`src/rtl/sram_access_sequencer.sv`:
```
// sram_access_sequencer: cycle-timed single-word read/write sequencer for an async 16x256K SRAM pin driver
module sram_access_sequencer #(
  parameter int READ_WAIT  = 2,
  parameter int WRITE_WAIT = 2,
  parameter int TURN_CYC   = 1
) (
  input  logic        iCLK,
  input  logic        iRST,
  input  logic [17:0] iADDR,
  input  logic [15:0] iWDATA,
  input  logic [1:0]  iBYTEEN,
  input  logic        iREAD,
  input  logic        iWRITE,
  output logic        oWAITREQ,
  output logic [15:0] oRDATA,
  output logic        oRDVALID,
  output logic [17:0] oSRAM_ADDR,
  output logic [15:0] oSRAM_WDATA,
  input  logic [15:0] iSRAM_RDATA,
  output logic        oSRAM_CE_N,
  output logic        oSRAM_OE_N,
  output logic        oSRAM_WE_N,
  output logic [1:0]  oSRAM_BE_N
);
  localparam logic [2:0] S_IDLE = 3'd0, S_RD = 3'd1, S_WS = 3'd2, S_WP = 3'd3, S_WH = 3'd4, S_TURN = 3'd5;
  localparam logic [3:0] RW = 4'(READ_WAIT - 1);
  localparam logic [3:0] WW = 4'(WRITE_WAIT - 1);
  localparam logic [3:0] TC = 4'(TURN_CYC - 1);
  localparam logic [2:0] AFTER = (TURN_CYC == 0) ? S_IDLE : S_TURN;
  if (READ_WAIT < 1 || READ_WAIT > 15 || WRITE_WAIT < 1 || WRITE_WAIT > 15 || TURN_CYC < 0 || TURN_CYC > 15) begin : g_bad_param
    $error("sram_access_sequencer: parameter out of range");
  end
  logic [2:0]  r_state, w_next;
  logic [3:0]  r_cnt, w_cnt;
  logic        w_tc, w_acc, w_ce_n, w_cap;
  logic        r_ce_n, r_oe_n, r_we_n, r_rdvalid;
  logic [1:0]  r_be_n;
  logic [17:0] r_addr;
  logic [15:0] r_wdata, r_rdata;
  assign w_tc   = r_cnt == 4'd0;
  assign w_acc  = r_state == S_IDLE && (iREAD || iWRITE);
  assign w_cap  = r_state == S_RD && w_tc;
  assign w_ce_n = w_next == S_IDLE || w_next == S_TURN;
  // Counter holds remaining cycles minus one in the current state; zero means last cycle.
  always_comb begin
    w_next = r_state;
    w_cnt  = r_cnt - 4'd1;
    case (r_state)
      S_IDLE: begin
        w_next = iWRITE ? S_WS : iREAD ? S_RD : S_IDLE;
        w_cnt  = (!iWRITE && iREAD) ? RW : 4'd0;
      end
      S_RD: if (w_tc) begin
        w_next = AFTER;
        w_cnt  = TC;
      end
      S_WS: begin
        w_next = S_WP;
        w_cnt  = WW;
      end
      S_WP: if (w_tc) begin
        w_next = S_WH;
        w_cnt  = 4'd0;
      end
      S_WH: begin
        w_next = AFTER;
        w_cnt  = TC;
      end
      S_TURN: if (w_tc) begin
        w_next = S_IDLE;
        w_cnt  = 4'd0;
      end
      default: begin
        w_next = S_IDLE;
        w_cnt  = 4'd0;
      end
    endcase
  end
  // Strobes are registered from the next state so they match the state during its cycles.
  always_ff @(posedge iCLK) begin
    if (iRST) begin
      r_state   <= S_IDLE;
      r_cnt     <= 4'd0;
      r_ce_n    <= 1'b1;
      r_oe_n    <= 1'b1;
      r_we_n    <= 1'b1;
      r_be_n    <= 2'b11;
      r_addr    <= 18'd0;
      r_wdata   <= 16'd0;
      r_rdata   <= 16'd0;
      r_rdvalid <= 1'b0;
    end else begin
      r_state   <= w_next;
      r_cnt     <= w_cnt;
      r_ce_n    <= w_ce_n;
      r_oe_n    <= w_next != S_RD;
      r_we_n    <= w_next != S_WP;
      r_rdvalid <= w_cap;
      if (w_cap) r_rdata <= iSRAM_RDATA;
      if (w_acc) begin
        r_addr  <= iADDR;
        r_wdata <= iWDATA;
        r_be_n  <= ~iBYTEEN;
      end else if (w_ce_n) r_be_n <= 2'b11;
    end
  end
  assign oWAITREQ    = iRST || r_state != S_IDLE;
  assign oRDATA      = r_rdata;
  assign oRDVALID    = r_rdvalid;
  assign oSRAM_ADDR  = r_addr;
  assign oSRAM_WDATA = r_wdata;
  assign oSRAM_CE_N  = r_ce_n;
  assign oSRAM_OE_N  = r_oe_n;
  assign oSRAM_WE_N  = r_we_n;
  assign oSRAM_BE_N  = r_be_n;
endmodule
```
`config.mk`:
```
export PLATFORM = sky130hd
export DESIGN_NAME = sram_access_sequencer
export DESIGN_NICKNAME = d
export VERILOG_FILES = /design/src/rtl/sram_access_sequencer.sv
export SDC_FILE = /design/constraint.sdc
export NUM_CORES = 1
export LEC_CHECK = 0
export ABC_AREA = 1
export BUFFER_PORTS_ARGS = -buffer_cell sky130_fd_sc_hd__buf_2
export CAP_MARGIN = 40
export CORE_UTILIZATION = 42
export CTS_BUF_LIST = sky130_fd_sc_hd__clkbuf_16
export DETAILED_ROUTE_END_ITERATION = 12
export GPL_ROUTABILITY_DRIVEN = 0
export PLACE_DENSITY = 0.78
export SETUP_SLACK_MARGIN = 0.15
export SLEW_MARGIN = 40
export SYNTH_ARGS = -nofsm -noshare
export SYNTH_HDL_FRONTEND = slang
export SYNTH_SLANG_ARGS = --single-unit
```
`constraint.sdc`:
```
create_clock -name iCLK -period 1.4 [get_ports iCLK]
set_input_delay 0.21 -clock iCLK [delete_from_list [all_inputs] [get_ports iCLK]]
set_output_delay 0.21 -clock iCLK [all_outputs]
set_load 0.02 [all_outputs]
```
Word-level counts from Yosys, hierarchy flattened
Cells that the tools add are included.
- register bits: 63
- input bits: 56
- output and inout bits: 57
- word-level logic and storage cells: 44
- add/subtract/negate cells: 1
- equal/unequal tests: 8
- muxes and demuxes: 11
- bitwise gates (word level): 1
- reduce and logical (&&, ||, !) cells: 13
- operators by type and width (operator ; count):
    one-hot mux 3 bit (6 select lines) ; 1
    one-hot mux 4 bit (3 select lines) ; 1
    equality test 3 bit, second input constant ; 3
    2-to-1 mux 3 bit ; 3
    equality test 3 x 2 -> 1 bit, second input constant ; 2
    logical NOT 3 bit ; 2
    2-to-1 mux 2 bit ; 3
    logical NOT 4 bit ; 1
    2-to-1 mux 4 bit ; 1
    subtractor 4 x 1 -> 4 bit, second input constant ; 1
    equality test 3 x 1 -> 1 bit, second input constant ; 1
    logical AND 1 bit ; 3
    logical OR 1 bit ; 3
    inequality test 3 x 1 -> 1 bit, second input constant ; 1
    inequality test 3 x 2 -> 1 bit, second input constant ; 1
    nonzero test 3 bit ; 1
    OR reduction 3 bit ; 1
    2-to-1 mux 1 bit ; 2
    inverter 2 bit ; 1
    nonzero test 2 bit ; 1
    logical NOT 1 bit ; 1

Depth between registers and ports, before layout
Gate-level depths: netlist (run 1).
- depth after elaboration: 7
- gate-level depth with buffers: 12
- depth with buffers taken out: 11

Least setup slack after synthesis (run 1)
No wires, ideal clock.
- kind: register -> register
- start: reg r_cnt[0]
- end: reg r_rdata[10] (netlist: oRDATA[10])
- library setup time: 0.116 ns
- data arrival time: 1.300 ns
- data required time: 1.284 ns
- path slack: -0.016 ns
- stages on the path, launching flop included: 11
- buffers on the path: 1
- period minus slack after synthesis: 1.416 ns
- path through: dfxtp_1 > inv_1 > ha_1 > nand2_1 > nor2_1 > inv_1 > nor2_4 > inv_2 > buf_2 > nor2_1 > nor2_1
- word-level cells in the longest chain between the ends: 2
- ends and longest elaborated chain (what ; RTL line ; text):
    start, declared ; 34 ; logic [3:0] r_cnt, w_cnt;
    start signal, assigned ; 94 ; r_cnt <= w_cnt;
    logical NOT 4 bit ; 40 ; assign w_tc = r_cnt == 4'd0;
    logical AND 1 bit ; 42 ; assign w_cap = r_state == S_RD && w_tc;
    end signal, assigned ; 99 ; if (w_cap) r_rdata <= iSRAM_RDATA;
    end, declared ; 39 ; logic [15:0] r_wdata, r_rdata;
No other way between the ends.
A chain may end at the register's enable or synchronous reset.

Worst setup path after layout (run 1)
- start: reg r_cnt[0]
- end: reg r_rdata[5] (netlist: oRDATA[5])
Same word-level chain as after synthesis.

==> impl_results.md, run 1 <==
* CP required at 1.65 ns
* Mapped Cells at 298
* N_diodes at 0
* Clk root buf: clkbuf_16
* Site Rows at 27
* Yosys top cell area share at 49.6%
* Post-Place Setup Slack at 0.0131 ns
* Ports at 113
* NetSw at 4.27 mW
* Routed WL at 7050 µm
* CTS Buf Count at 9
* Initial antenna violation count at 0
* FF-to-FF Start: r_cnt[0]$_SDFF_PP0_
* Drt initial violations at 68
* Synth top area cells: dfxtp_1 (50%), a21oi_2 (10%), nand2_1 (8.3%)
* Comb pwr share at 52.0%
* HP Class: input pin to flop
* Post-Route Setup TNS at 0 ns
* Layout Skew at 0.00945 ns
* Final hold vios at 0
* RSZ-0062 raised after global routing: true
* Synth Register Bits at 63
* Leakage at 2.01 nW
* Worst Path Arrival at 1.63 ns
* Gr ovfl total at 0
* Largest net degree at the start of global routing at 35
* Max Cap Viol at 0
* DR vias/cell at 4.83
* Met3 Use GR at 5.83%
* # port buffers at 112
* Relative slew slack at 79.7%
* CTS tree: built
* Final setup margin at 0.0224 ns
* Via count at 2484
* Register clock-pin slew on the reported worst setup and hold paths at 0.06 ns
* # clock sinks at 63
* Hold Startpoint: iSRAM_RDATA[13]
* Avg Cell Area, Syn at 8.53 µm²
* Warnings from Yosys at 0
* Met1 Use GR at 26.1%
* Core area at 5680 µm²
* Worst setup path startpoint: r_cnt[0]$_SDFF_PP0_
* Final Max Slew Viols at 0
* DRC viols at 0
* Initial Util at 44.8%
* Wire length of the first global-routing pass at 10900 µm
* Syn nets at 356
* Status: complete, no violations
* Post-DP HPWL at 4210 µm
* Routed Antenna Nets at 0
* F_max at 726 MHz
* Seq pwr share at 25.9%
* PwrDens at 2530 nW/µm²
* Sw frac at 40.9%
* Synth area leader: dfxtp_1
* DIE HEIGHT at 79.8 µm
* Htree depth at 3
* Crit end category: flop
* CP Max Fanout at 5
* Setup Crit Path Kind: flop to flop
* Die area at 6370 µm²
* Wire per inst at 13.7 µm
* Clock group share of total power at 22.0%
* Later-pin clock latency in the skew report at 0.32 ns
* Die Span X at 79.8 µm
* Startpoint Class: flop
* Internal Power at 6.18 mW
* GR Layer Usage met2 at 37.6%
* Final setup viols at 0
* Slew @ Worst Pin at 0.304 ns
* Max Root-Sink Buffers at 2
* Worst vdd ir at 0.00131 V
* Mapped Area at 2540 µm²
* GRT Total Usage at 21.9%
* Final-stage net count at 495
* Vias in the first global route at 2448
* Most Crowded Layer GR: met2
* Syn-to-layout area delta at 62.6%
* Min cycle time layout at 1.38 ns
* Overall Power at 10.5 mW
* First-pass iteration count of the detailed router at 4
* Seq/Total Area, Yosys at 49.6%
* Period utilization at 98.4%
* Cell variety after synth at 25
* Share of cells above drive strength 1 at 62.9%
power groups by stage:
| stage | Sequential (mW) | Combinational [mW] | Clock [mW] |
|---|---|---|---|
| 2_1_floorplan | 3.30 | 2.08 | 0 |
| 3_3_place_gp | 2.68 | 3.65 | 0 |
| 3_5_place_dp | 2.69 | 3.73 | 0 |
| 4_1_cts | 2.69 | 4.54 | 2.35 |
| 5_1_grt | 2.78 | 5.84 | 2.42 |
| 6_report | 2.71 | 5.44 | 2.30 |
final timing paths:
kind	slack [ns]	depth (start not counted)	to
worst max-delay path	0.02	10	oRDATA[5]$_SDFFE_PP0P_
worst max register to register	0.02	10	oRDATA[5]$_SDFFE_PP0P_
worst min register to register	0.47	2	oSRAM_WDATA[13]$_SDFFE_PP0P_
worst min-delay path	0.11	3	oRDATA[13]$_SDFFE_PP0P_
placed cells by master, fill, tap and decap left out, types with 9 or more instances in the layout:
master / instances
a21oi_2: 35
buf_2: 111
buf_4: 15
clkbuf_16: 11
dfxtp_1: 59
inv_1: 10
nand2_1: 46
nand2_2: 9
nand2_4: 31
nor2_1: 29
logic make-up after synthesis:
kind of cell               count (synthesis)  synth area share [%]
AOI/OAI and AO/OA                         54                  15.6
xor gates and xnor gates                   2                 0.689
adders and majority gates                  2                 0.985
DFF                                       63                  49.6
buffers and inverters                     31                  6.70
and+or+nand+nor                          146                  26.4
cells in the mapped netlist:
| library cell | instances |
|---|---|
| dfxtp_1 | 63 |
| nand2_1 | 56 |
| nor2_1 | 42 |
| a21oi_2 | 30 |
| nand2_2 | 30 |
| o21ai_0 | 16 |
| inv_1 | 13 |
| nand3_1 | 13 |
| buf_2 | 6 |
| a21oi_1 | 5 |
| clkbuf_1 | 4 |
| buf_8 | 3 |
| a31oi_1 | 2 |
| ha_1 | 2 |
| inv_2 | 2 |
| nand4_1 | 2 |
| buf_1 | 1 |
| buf_6 | 1 |
| clkinv_4 | 1 |
| nand3_2 | 1 |
| nor2_4 | 1 |
| nor3_4 | 1 |
| o21ai_4 | 1 |
| xnor2_1 | 1 |
| xor2_1 | 1 |
per-stage QoR:
stage	instances	hold slack, ns	instance area (µm²)	utilization (%)
after detailed placement	480	0.437	3220	56.8
final	514	0.106	4130	72.8
after CTS	510	0.105	3810	67.1
after floorplan	298	0.345	2560	-
after global routing	514	0.124	4130	72.8
after global placement	480	0.430	3220	56.8
final cells by class:
type	count	area (µm²)
clock buffer	9	225
clock inverter	7	88.8
fill	418	1540
inverter	16	70.1
multi-input combinational	204	1460
sequential	63	1270
tap	72	90.1
timing repair buffer	142	917
timing repair inverter	1	6.26
state kept, by name, summed over array words and instances (netlist names), 2 cells and up:
name	flops
r_cnt	4
oSRAM_WDATA	16
oSRAM_BE_N	2
oSRAM_ADDR	18
oRDATA	16
r_state	3
critical path: stages, from the launching register on:
cell and delay [ns]:
dfxtp_2 0.31, inv_2 0.08, ha_4 0.16, nand2_4 0.05
nor2_4 0.09, inv_2 0.06, nor2_4 0.14, buf_6 0.14
buf_6 0.12, o21ai_2 0.06, nor2_1 0.09
layer usage:
layer / wire, µm / vias up
li1: - / 1231
met1: 2960 / 1157
met2: 3620 / 90
met3: 410 / 6
met4: 63 / 0
met5: 0 / -
what timing repair did:
action | in CTS | in global routing
gates cloned | 2 | 2
resized for setup | 62 | 61
endpoints found under the setup margin | 55 | 62
hold buffers | 0 | 0
pin swaps | 16 | 16
buffers inserted | 12 | 2
(Power assumes the default switching activity.)
==> run 2, diff against run 1 <==
- clock period: 1.4 -> 1.2 ns (I/O delays scaled with it)
==> impl_results.md, run 2 (synthesized netlist as in run 1, its figures left out) <==
* Max Cap Viol at 0 (unchanged)
* Failing checks: setup timing
* Htree depth at 3 (unchanged)
* PwrDens at 2960 nW/µm² (was 2530 nW/µm²)
* Final cell count without fillers at 529 (was 514)
* Hold buffer count at cts at 0 (unchanged)
* Max Root-Sink Buffers at 2 (unchanged)
* Worst vdd ir at 0.00197 V (was 0.00131 V)
* Placed cells at 493 (was 480)
* Most common cell after layout, fill and taps aside: buf_2 (unchanged)
* DP Area at 3320 µm² (was 3220 µm²)
* Slew @ Worst Pin at 0.463 ns (was 0.304 ns)
* Status: finished, violations left (was complete, no violations)
* Most frequent cells in the layout: buf_2 (108), dfxtp_1 (59), nand2_1 (48) (was buf_2 (111), dfxtp_1 (59), nand2_1 (46))
* First-pass iteration count of the detailed router at 4 (unchanged)
* Leakage at 1.97 nW (was 2.01 nW)
* Relative slew slack at 69.1% (was 79.7%)
* Crit end category: flop (unchanged)
* Multi-input logic area at 1420 µm² (was 1460 µm²)
* Wire length of the first global-routing pass at 11000 µm (was 10900 µm)
* Number of flip-flops in the largest register at 18 (unchanged)
* Hold Startpoint: iSRAM_RDATA[11] (was iSRAM_RDATA[13])
* # port buffers at 112 (unchanged)
* Routed WL at 8040 µm (was 7050 µm)
* Startpoint Class: flop (unchanged)
* Later-pin clock latency in the skew report at 0.33 ns (was 0.32 ns)
* Vias in the first global route at 2485 (was 2448)
* Core area at 5680 µm² (unchanged)
* Register area at 1270 µm² (about the same)
* Fill cells at 376 (was 418)
* Crit path largest cell delay at 0.31 ns (about the same)
* Register clock-pin slew on the reported worst setup and hold paths at 0.06 ns (about the same)
* Initial antenna violation count at 0 (unchanged)
* Hold Path Stages at 3 (unchanged)
* Wire per inst at 15.2 µm (was 13.7 µm)
* Worst Hold Endpoint: oRDATA[11]$_SDFFE_PP0P_ (was oRDATA[13]$_SDFFE_PP0P_)
* Initial Util at 44.8% (unchanged)
* Via count at 2612 (was 2484)
* CTS Buf Count at 9 (unchanged)
* Drt initial violations at 85 (was 68)
* GRT Total Usage at 22.8% (was 21.9%)
* Syn-to-layout area delta at 65.2% (was 62.6%)
* Cells on worst reg2reg path at 10 (unchanged)
* Design Area, Final at 4200 µm² (was 4130 µm²)
* Site Rows at 27 (unchanged)
* Reg2Reg Setup Slack at -0.40 ns (was 0.02 ns)
* Ports at 113 (unchanged)
* DR vias/cell at 4.94 (was 4.83)
* Die area at 6370 µm² (unchanged)
* Final-stage net count at 510 (was 495)
* Reg-to-Reg End: oRDATA[8]$_SDFFE_PP0P_ (was oRDATA[5]$_SDFFE_PP0P_)
* Clk root buf: clkbuf_16 (unchanged)
* CTS tree: built (unchanged)
* Worst Path Arrival at 1.83 ns (was 1.63 ns)
* Layout Skew at 0.00749 ns (was 0.00945 ns)
* RSZ-0062 raised after global routing: true (unchanged)
* Die Span X at 79.8 µm (unchanged)
* HP Class: input pin to flop (unchanged)
* Final setup viols at 62 (was 0)
* Final Max Slew Viols at 0 (unchanged)
* Share of cells above drive strength 1 at 64.6% (was 62.9%)
* Hold slack at 0.0600 ns (was 0.106 ns)
* CP Max Fanout at 6 (was 5)
* DRC viols at 0 (unchanged)
* Setup Crit Path Kind: flop to flop (unchanged)
* Crit-path slowest cell: dfxtp_2 (unchanged)
* CP required at 1.44 ns (was 1.65 ns)
* Final setup margin at -0.397 ns (was 0.0224 ns)
* Critical path, cell by cell: inv_2 -> ha_4 -> nand2_4 -> nor2_4 -> inv_2 -> nor2_4 -> buf_12 -> buf_6 -> o21ai_0 -> nor2_1 (was inv_2 -> ha_4 -> nand2_4 -> nor2_4 -> inv_2 -> nor2_4 -> buf_6 -> buf_6 -> o21ai_2 -> nor2_1)
* Gr ovfl total at 0 (unchanged)
* # clock sinks at 63 (unchanged)
* Min cycle time layout at 1.60 ns (was 1.38 ns)
* FF-to-FF Start: r_cnt[1]$_SDFF_PP0_ (was r_cnt[0]$_SDFF_PP0_)
* DIE HEIGHT at 79.8 µm (unchanged)
* F_max at 626 MHz (was 726 MHz)
* Post-DP HPWL at 4220 µm (was 4210 µm)
* Final hold vios at 0 (unchanged)
* N_diodes at 0 (unchanged)
* Period utilization at 133% (was 98.4%)
* Largest net degree at the start of global routing at 40 (was 35)
* Routed Antenna Nets at 0 (unchanged)
[run 2: area by class of cell]
class	count	area share, %
Multi-Input combinational cell	204	33.7
Sequential cell	63	30.2
Timing Repair Buffer	156	24.6
Clock buffer	9	5.37
Tap cell	72	2.15
Inverter	16	1.97
Clock inverter	7	1.52
Timing Repair inverter	2	0.417
[run 2: how the worst max path moves through the flow]
| stage | endpoint | from | slack (ns) | depth (start not counted) |
|---|---|---|---|---|
| global placement | oRDATA[7]$_SDFFE_PP0P_ | r_cnt[1]$_SDFF_PP0_ | -0.17 | 9 |
| finish | oRDATA[8]$_SDFFE_PP0P_ | r_cnt[1]$_SDFF_PP0_ | -0.40 | 10 |
| detailed placement | oRDATA[7]$_SDFFE_PP0P_ | r_cnt[1]$_SDFF_PP0_ | -0.26 | 9 |
| floorplan | oRDATA[10]$_SDFFE_PP0P_ | r_cnt[1]$_SDFF_PP0_ | -0.16 | 10 |
| global route | oRDATA[8]$_SDFFE_PP0P_ | r_cnt[1]$_SDFF_PP0_ | -0.46 | 10 |
| CTS | oWAITREQ | r_state[0]$_SDFF_PP0_ | -0.17 | 4 |
[run 2: timing repair]
action,4_1_cts,5_1_grt
buffers inserted,13,3
gates cloned,3,1
resized for setup,55,63
pin swaps,17,18
endpoints found under the setup margin,64,67
[run 2: worst max-delay path, delay by kind of cell, from the launching register on]
| family | cells | cell delay (ns) |
|---|---|---|
| buf+inv | 4 | 0.39 |
| fa+ha+maj | 1 | 0.17 |
| simple gates | 4 | 0.53 |
| compound gates | 1 | 0.11 |
| flops | 1 | 0.31 |
[run 2: power by group]
group          internal (mW)  switching, mW
sequential              2.78          0.393
clock                   1.59          0.951
combinational           2.84           3.87
total                   7.21           5.22
[run 2: per-layer routing]
| metal | GRT usage (%) | up-vias | share of wire, % |
|---|---|---|---|
| met5 | 0 | - | 0 |
| met4 | 10.7 | 0 | 2.5 |
| met3 | 5.94 | 17 | 6.0 |
| met2 | 39.7 | 116 | 52 |
| met1 | 25.7 | 1213 | 40 |
| li1 | - | 1266 | - |
[run 2: stage by stage]
| step | setup WS (ns) | total power, mW | setup TNS, ns | utilization [%] |
|---|---|---|---|---|
| after detailed placement | -0.260 | 7.76 | -6.04 | 58.6 |
| after CTS | -0.170 | 11.4 | -5.37 | 68.9 |
| after global placement | -0.170 | 7.67 | -4.77 | 58.6 |
| after floorplan | -0.156 | 6.30 | -2.09 | - |
| after global routing | -0.460 | 13.0 | -11.70 | 74.0 |
| final | -0.397 | 12.4 | -7.75 | 74.0 |
